--- src/rtl/pfd_lock_controller.sv ---
// PFD lock sequencer: presets the VCXO, closes the loop, qualifies lock over whole
// compare periods, and retries or faults when lock cannot be held.
module pfd_lock_controller #(
    parameter logic [15:0] LOCK_TICKS   = 16'd64,
    parameter logic [15:0] UNLOCK_TICKS = 16'd4,
    parameter logic [15:0] ACQ_TIMEOUT  = 16'd2000,
    parameter logic [15:0] PRESET_TICKS = 16'd100,
    parameter logic [15:0] HOLD_TICKS   = 16'd500,
    parameter logic [3:0]  MAX_RETRY    = 4'd7
) (
    input  logic       clk_i,
    input  logic       rst_i,
    input  logic       enable_i,
    input  logic       ref_tick_i,
    input  logic       lock_n_i,
    output logic       loop_enable_o,
    output logic       vcxo_preset_o,
    output logic       locked_o,
    output logic       fault_o,
    output logic [2:0] state_o,
    output logic [3:0] retry_count_o
);

    typedef enum logic [2:0] {
        StIdle     = 3'd0,
        StPreset   = 3'd1,
        StAcquire  = 3'd2,
        StLocked   = 3'd3,
        StHoldover = 3'd4,
        StFault    = 3'd5
    } state_e;

    // Relock from holdover needs a quarter of the full lock qualification, never zero.
    localparam logic [15:0] RelockTicks = (LOCK_TICKS < 16'd4) ? 16'd1 : (LOCK_TICKS >> 2);

    state_e      state_q, state_d;
    logic [15:0] tick_cnt_q, tick_cnt_d;
    logic [15:0] run_cnt_q, run_cnt_d;
    logic [3:0]  retry_q, retry_d;
    logic [1:0]  sync_q;
    logic        loop_enable_q, vcxo_preset_q, locked_q, fault_q;
    logic        loop_enable_d, vcxo_preset_d, locked_d, fault_d;
    logic        lk;
    logic        take_retry;
    logic [15:0] tick_inc, run_inc;

    assign lk       = ~sync_q[1];
    assign tick_inc = (tick_cnt_q == 16'hFFFF) ? tick_cnt_q : tick_cnt_q + 16'd1;
    assign run_inc  = (run_cnt_q == 16'hFFFF) ? run_cnt_q : run_cnt_q + 16'd1;

    // Two-flop synchroniser for the asynchronous PFD lock flag; resets to "unlocked".
    always_ff @(posedge clk_i) begin
        if (rst_i) begin
            sync_q <= 2'b11;
        end else begin
            sync_q <= {sync_q[0], lock_n_i};
        end
    end

    // Next-state, counters and retry bookkeeping.
    always_comb begin
        state_d    = state_q;
        tick_cnt_d = tick_cnt_q;
        run_cnt_d  = run_cnt_q;
        retry_d    = retry_q;
        take_retry = 1'b0;
        if (ref_tick_i) begin
            tick_cnt_d = tick_inc;
        end
        case (state_q)
            StIdle: begin
                run_cnt_d = 16'd0;
                state_d   = StPreset;
            end
            StPreset: begin
                run_cnt_d = 16'd0;
                if (ref_tick_i && tick_inc >= PRESET_TICKS) begin
                    state_d = StAcquire;
                end
            end
            StAcquire: begin
                if (ref_tick_i) begin
                    run_cnt_d = lk ? run_inc : 16'd0;
                    // Qualification is tested first so it wins over a coincident timeout.
                    if (lk && run_inc >= LOCK_TICKS) begin
                        state_d = StLocked;
                    end else if (tick_inc >= ACQ_TIMEOUT) begin
                        take_retry = 1'b1;
                    end
                end
            end
            StLocked: begin
                if (ref_tick_i) begin
                    run_cnt_d = lk ? 16'd0 : run_inc;
                    if (!lk && run_inc >= UNLOCK_TICKS) begin
                        state_d = StHoldover;
                    end
                end
            end
            StHoldover: begin
                if (ref_tick_i) begin
                    run_cnt_d = lk ? run_inc : 16'd0;
                    if (lk && run_inc >= RelockTicks) begin
                        state_d = StLocked;
                    end else if (tick_inc >= HOLD_TICKS) begin
                        take_retry = 1'b1;
                    end
                end
            end
            StFault: begin
                run_cnt_d = 16'd0;
            end
            default: begin
                state_d = StIdle;
            end
        endcase

        if (take_retry) begin
            if (retry_q == MAX_RETRY) begin
                state_d = StFault;
            end else begin
                retry_d = retry_q + 4'd1;
                state_d = StPreset;
            end
        end

        if (!enable_i) begin
            state_d = StIdle;
        end

        if (state_d != state_q) begin
            tick_cnt_d = 16'd0;
            run_cnt_d  = 16'd0;
            if (state_d == StIdle || state_q == StIdle) begin
                retry_d = 4'd0;
            end
        end
    end

    // Output decode from the next state so registered outputs track state_q exactly.
    always_comb begin
        loop_enable_d = 1'b0;
        vcxo_preset_d = 1'b0;
        locked_d      = 1'b0;
        fault_d       = 1'b0;
        case (state_d)
            StPreset:   vcxo_preset_d = 1'b1;
            StAcquire:  loop_enable_d = 1'b1;
            StLocked: begin
                loop_enable_d = 1'b1;
                locked_d      = 1'b1;
            end
            StHoldover: loop_enable_d = 1'b1;
            StFault: begin
                vcxo_preset_d = 1'b1;
                fault_d       = 1'b1;
            end
            default: ;
        endcase
    end

    // State, counters and registered outputs.
    always_ff @(posedge clk_i) begin
        if (rst_i) begin
            state_q       <= StIdle;
            tick_cnt_q    <= 16'd0;
            run_cnt_q     <= 16'd0;
            retry_q       <= 4'd0;
            loop_enable_q <= 1'b0;
            vcxo_preset_q <= 1'b0;
            locked_q      <= 1'b0;
            fault_q       <= 1'b0;
        end else begin
            state_q       <= state_d;
            tick_cnt_q    <= tick_cnt_d;
            run_cnt_q     <= run_cnt_d;
            retry_q       <= retry_d;
            loop_enable_q <= loop_enable_d;
            vcxo_preset_q <= vcxo_preset_d;
            locked_q      <= locked_d;
            fault_q       <= fault_d;
        end
    end

    assign state_o       = state_q;
    assign retry_count_o = retry_q;
    assign loop_enable_o = loop_enable_q;
    assign vcxo_preset_o = vcxo_preset_q;
    assign locked_o      = locked_q;
    assign fault_o       = fault_q;

endmodule

--- config.mk ---
export PLATFORM = sky130hd
export DESIGN_NAME = pfd_lock_controller
export DESIGN_NICKNAME = d
export VERILOG_FILES = /design/src/rtl/pfd_lock_controller.sv
export SDC_FILE = /design/constraint.sdc
export NUM_CORES = 1
export LEC_CHECK = 0
export BUFFER_PORTS_ARGS = -buffer_cell sky130_fd_sc_hd__buf_4
export CAP_MARGIN = 20
export CORE_AREA = 3 3 86 88
export DETAILED_ROUTE_END_ITERATION = 16
export DIE_AREA = 0 0 89 91
export GPL_ROUTABILITY_DRIVEN = 1
export PLACE_DENSITY = 0.66
export SYNTH_ARGS = -nofsm -noshare
export SYNTH_HDL_FRONTEND = slang
export SYNTH_SLANG_ARGS = --single-unit
--- constraint.sdc ---
create_clock -name clk_i -period 8.4 [get_ports clk_i]
set_input_delay 1.68 -clock clk_i [delete_from_list [all_inputs] [get_ports clk_i]]
set_output_delay 1.68 -clock clk_i [all_outputs]
set_load 0.02 [all_outputs]
==> results of run 1 <==
-- synth_stat cells, types with 5 or more instances --
library cell / instances
xnor2_1: 7
or2_2: 6
clkbuf_1: 15
nand4_1: 15
nor2_1: 58
nand2_1: 41
and3_1: 7
nand3_1: 22
a311oi_1: 6
and2_1: 5
nor3_1: 21
a31oi_1: 8
dfxtp_1: 45
nor3_2: 6
xor2_1: 11
a211oi_1: 5
o21ai_0: 24
mux2i_1: 8
inv_1: 10
a21oi_1: 27
buf_2: 8
nor4_1: 7
-- state kept, by name (all words and copies together) (netlist names) --
register       count
locked_o           1
tick_cnt_q        16
loop_enable_o      1
run_cnt_q         16
state_o            3
sync_q             2
fault_o            1
retry_count_o      4
vcxo_preset_o      1
-- where the power goes --
group          internal (µW)  total (µW)  switching, µW
registers                214         217           2.19
logic                   8.12        21.9           13.8
clock network           96.8         177           79.9
-- kinds of logic (layout without fill, tap and decap cells) --
family          count (synthesis)  count (layout)  share of synthesized area [%]
mux                             9               9                          2.742
flops                          45              45                          27.05
fa+ha+maj                       3               3                          1.127
buf+inv                        39              34                          5.522
compound gates                110             110                          23.93
xor+xnor                       18              18                          4.733
simple gates                  214             214                          34.90
-- metrics by stage --
step	setup slack, ns	hold slack, ns
after detailed placement	4.274	0.4065
after CTS	4.229	0.4396
after global routing	4.195	0.4643
after global placement	4.449	0.3985
after floorplan	5.033	0.3895
final	4.466	0.4403
-- final timing paths --
check | endpoint | slack (ns) | cells past startpoint
setup reg to reg | run_cnt_q[9] | 4.47 | 11
hold reg to reg | sync_q[1] | 0.44 | 1
setup / recovery | run_cnt_q[9] | 4.47 | 11
hold / removal | sync_q[1] | 0.44 | 1
-- layout make-up --
cell class	count	area [µm²]
Sequential cell	45	900.9
Clock inverter	2	37.54
Inverter	10	37.54
Tap cell	80	100.1
Fill cell	666	3174
Multi-Input combinational cell	354	2246
Timing Repair Buffer	16	140.1
Clock buffer	6	82.58
-- metal layers --
layer / global-route usage (%) / vias up
li1: - / 1608
met1: 29.39 / 1533
met2: 32.49 / 130
met3: 4.446 / 18
met4: 6.203 / 0
met5: 0 / -
-- worst reg2reg max path, stage by stage (launching register included) --
cell       delay [ns]
dfxtp_1          0.44
ha_1             0.52
nand2_1          0.24
nor4_1           0.38
mux2i_1          0.28
nand3_1          0.17
nor4_4           0.40
a21boi_0         0.19
o41ai_2          0.40
o2111ai_4        0.32
buf_16           0.27
a311oi_1         0.23
==> impl_metrics.json, run 1 <==
{
  "hpwl_um": 5822,
  "port_buffers": 15,
  "routed.top_layer": "met4",
  "dpl_cell_area_um2": 3397,
  "critPathMaxFanout": 27,
  "power_uw": 415.2,
  "rsz0062_at_grt": "false",
  "required_ns": 8.62,
  "syn_area_um2": 3331,
  "die_x_um": 89,
  "worst_path_dominant_cell_family": "simple AND/OR/NAND/NOR gates",
  "grt_max_degree": 37,
  "tightest_slew_ns": 0.7861,
  "avgViaCountPerCell": 6.411,
  "end_kind": "flop",
  "crit_path_start": "tick_cnt_q[0]",
  "totalWireLength_um": 8261,
  "synthFlopType": "dfxtp_1",
  "first_pass_iters": 6,
  "synth.area.top_cells": "dfxtp_1, nor2_1, nand2_1, a21oi_1, o21ai_0",
  "clockBufferDepth": 2,
  "route.met2.wl_um": 3767,
  "status": "finished clean",
  "synth_area_per_cell_um2": 7.604,
  "slew_viol_final": 0,
  "synth_nets": 446,
  "place_inst": 504,
  "drive_gt1_share_pct": 13.63,
  "slew_headroom_pct": 47.56,
  "postRouteAntennaNets": 0,
  "max_cap_viol_count": 0,
  "grt_pass1_wl_um": 14030,
  "track_usage_pct": 21.11,
  "p_leak_uw": 0.001162,
  "cts_tree": "built",
  "yosysTopAreaCell": "dfxtp_1",
  "vias": 3289,
  "clk_latency_ns": 0.31,
  "critPathLaunchType": "flop",
  "root_buffer": "clkbuf_8",
  "min_from": "sync_q[0]",
  "hold_violations": 0,
  "wl_met1_um": 3800,
  "synth-edff-count": 0,
  "cts_max_level": 2,
  "post_cts_buffers": 0,
  "peakVddDrop_mv": 0.05938,
  "ys_ff_latch": 45,
  "post_cts_resized": 0,
  "start_util_pct": 49.57,
  "period_share_pct": 46.83,
  "cp.arrival_ns": 4.15,
  "yosysUniqueCellTypes": 70,
  "critPathMaxStageDelay_ns": 0.52,
  "synthArstFlopShare_pct": 0,
  "path_clk_slew_ns": 0.09,
  "syn_to_final_growth_pct": 6.424,
  "nets": 440,
  "core_area_um2": 6719,
  "yosysSeqAreaShare_pct": 27.05,
  "min_period_ns": 3.934,
  "cp_cell_sequence": "ha_1 -> nand2_1 -> nor4_1 -> mux2i_1 -> nand3_1 -> nor4_4 -> a21boi_0 -> o41ai_2 -> o2111ai_4 -> buf_16 -> a311oi_1",
  "final_cell_area_um2": 3545,
  "synth_cells": 438,
  "grt_pass1_vias": 3011,
  "setup_tns_ns": 0,
  "regToRegStartpoint": "tick_cnt_q[0]",
  "setup_violations": 0,
  "fmax_mhz": 254.2,
  "hold_path_class": "flop to flop",
  "pin_count": 16,
  "final_cells": 513,
  "fin_skew_ns": 0.009368,
  "numCtsBuffers": 5,
  "dieHeight_um": 91,
  "fin_util_pct": 52.76,
  "setup.worst_path.class": "flop to flop",
  "path_buf_inv": 1,
  "dieArea_um2": 8099,
  "cts_hold_buf": 0,
  "clock-sinks": 45,
  "diodes": 0,
  "powerDensity_nw_per_um2": 117.1,
  "drc_errors": 0,
  "slowest_stage": "ha_1",
  "yosysWarnings": 0,
  "wl_met3_um": 556,
  "final_common_cell": "nor2_1",
  "antenna_found_initial": 0,
  "grt-ovfl-total": 0,
  "gp_congestion": 0.9211,
  "wl_per_cell_um": 16.10,
  "yosysTopAreaCellShare_pct": 27.05,
  "rows": 30,
  "final_cell_mix": "nor2_1, dfxtp_1, nand2_1, a21oi_1, o21ai_0",
  "drt_iter0_drc": 222
}
Note: power is estimated with default switching activity, not from simulation.
==> run 2: changes to the inputs <==
==> constraint.sdc (replaced) <==
create_clock -name clk_i -period 3.8 [get_ports clk_i]
set_input_delay 0.76 -clock clk_i [delete_from_list [all_inputs] [get_ports clk_i]]
set_output_delay 0.76 -clock clk_i [all_outputs]
set_load 0.02 [all_outputs]
==> run 2 against run 1 <==
Effect of this change: die area unchanged; worst hold slack lost 0.018 ns; final area about the same; clock power is 84% higher; sequential share of layout area barely moved; largest power group unchanged; clock skew is 0.0022 ns lower.
==> impl_metrics.json, run 2 (synthesized netlist as in run 1, its figures left out) <==
{
  "hold_path_class": "flop to flop",
  "setup.worst_path.class": "flop to flop",
  "tightest_slew_ns": 0.7913,
  "cts_max_level": 2,
  "setup_slack_ns": 0.3901,
  "rows": 30,
  "status": "finished clean",
  "powerDensity_nw_per_um2": 240.5,
  "multiInputGateArea_um2": 2251,
  "grt_pass1_vias": 2868,
  "avgViaCountPerCell": 6.297,
  "drc_errors": 0,
  "p_leak_uw": 0.001173,
  "place_ws_ns": 0.4018,
  "hpwl_um": 5876,
  "antenna_found_initial": 0,
  "syn_to_final_growth_pct": 6.461,
  "track_usage_pct": 20.52,
  "grt_pass1_wl_um": 13600,
  "numCtsBuffers": 5,
  "path_common_cell": "nand3_1",
  "seq_area_um2": 900.9,
  "required_ns": 4.01,
  "dieHeight_um": 91,
  "clock-sinks": 45,
  "clk_latency_ns": 0.30,
  "setup_violations": 0,
  "dieArea_um2": 8099,
  "pin_count": 16,
  "grt-ovfl-total": 0,
  "rsz0062_at_grt": "false",
  "drive_gt1_share_pct": 14.45,
  "slew_headroom_pct": 47.22,
  "start_util_pct": 49.57,
  "cp_cell_sequence": "nand3_1 -> nor4_1 -> mux2i_1 -> nand3_1 -> nor4_4 -> a21boi_0 -> o41ai_2 -> o2111ai_4 -> buf_4 -> a311oi_1",
  "fin_skew_ns": 0.007177,
  "critPathMaxStageDelay_ns": 0.50,
  "gp_congestion": 0.9006,
  "peakVddDrop_mv": 0.1043,
  "core_area_um2": 6719,
  "path_clk_slew_ns": 0.09,
  "min_period_ns": 3.410,
  "grt_max_degree": 29,
  "max_cap_viol_count": 0,
  "end_kind": "flop",
  "wl_per_cell_um": 15.65,
  "critPathMaxFanout": 10,
  "drt_iter0_drc": 227,
  "slew_viol_final": 0,
  "period_share_pct": 89.73,
  "die_x_um": 89,
  "nFillCells": 665,
  "final_cell_mix": "nor2_1, dfxtp_1, nand2_1, a21oi_1, o21ai_0",
  "setup_tns_ns": 0,
  "cts_tree": "built",
  "fin_util_pct": 52.77,
  "fmax_mhz": 293.3,
  "final_common_cell": "nor2_1",
  "port_buffers": 15,
  "diodes": 0,
  "hold_violations": 0,
  "postRouteAntennaNets": 0,
  "slowest_stage": "dfxtp_1",
  "root_buffer": "clkbuf_8",
  "cp.arrival_ns": 3.62,
  "final_cell_area_um2": 3546,
  "dpl_cell_area_um2": 3440,
  "totalWireLength_um": 8073,
  "nets": 443,
  "post_cts_buffers": 0,
  "clockBufferDepth": 2,
  "critPathLaunchType": "flop",
  "first_pass_iters": 5,
  "vias": 3249
}
## run 2: changes by cell type in the layout (fill, tap and decap cells not counted)
cell and delta:
buf_16 -1, buf_12 +1, bufinv_16 -1, clkinvlp_4 -1
o31ai_2 +1, clkbuf_8 +1, buf_4 +3, clkinv_2 +1
o31ai_1 -1
## run 2: power breakdown
part           internal (µW)  switching [µW]  total (µW)
registers                474            4.96         479
logic                   18.0            30.7        48.7
clock network            164             161         325
total                    656             197         853
## run 2: worst paths after layout
path         depth (start not counted)     startpoint      endpoint  slack, ns
max                                 10  tick_cnt_q[4]  run_cnt_q[9]       0.39
min                                  1      sync_q[0]     sync_q[1]       0.42
max reg2reg                         10  tick_cnt_q[4]  run_cnt_q[9]       0.39
min reg2reg                          1      sync_q[0]     sync_q[1]       0.42
## run 2: through the flow
step                      cells  total power (µW)  hold WS [ns]
after detailed placement    508             538.1        0.4087
after floorplan             438             522.8        0.3895
after global placement      508             537.7        0.3977
after global routing        516             886.2        0.4338
final                       516             852.9        0.4226
after CTS                   516             867.3        0.4303
## run 2: layout make-up
type,instances,area share [%]
well taps,80,2.823
multi-input cells,354,63.48
repair buffers,19,4.375
flip-flops and latches,45,25.41
clock inverters,1,0.1411
clock buffers,7,2.717
inverters,10,1.059
## run 2: worst max-delay path: cells and delay by family, from the launching register on
kind	cells	cell delay, ns
simple gates	4	1.32
compound gates	4	1.00
flops	1	0.50
mux	1	0.27
buf+inv	1	0.22
## run 2: repair_timing
| item | 4_1_cts | 5_1_grt |
|---|---|---|
| resized for setup | 0 | 1 |
| setup endpoints to repair | 0 | 7 |
| hold buffers | 0 | 0 |
## run 2: per-layer routing
metal	part of all wire [%]	up-vias	track usage (%)	routed length, µm
met2	47	120	31.50	3784
li1	-	1628	-	-
met4	0.93	0	5.707	75
met3	5.9	11	3.358	477
met5	0	-	0	0
met1	46	1490	29.44	3736
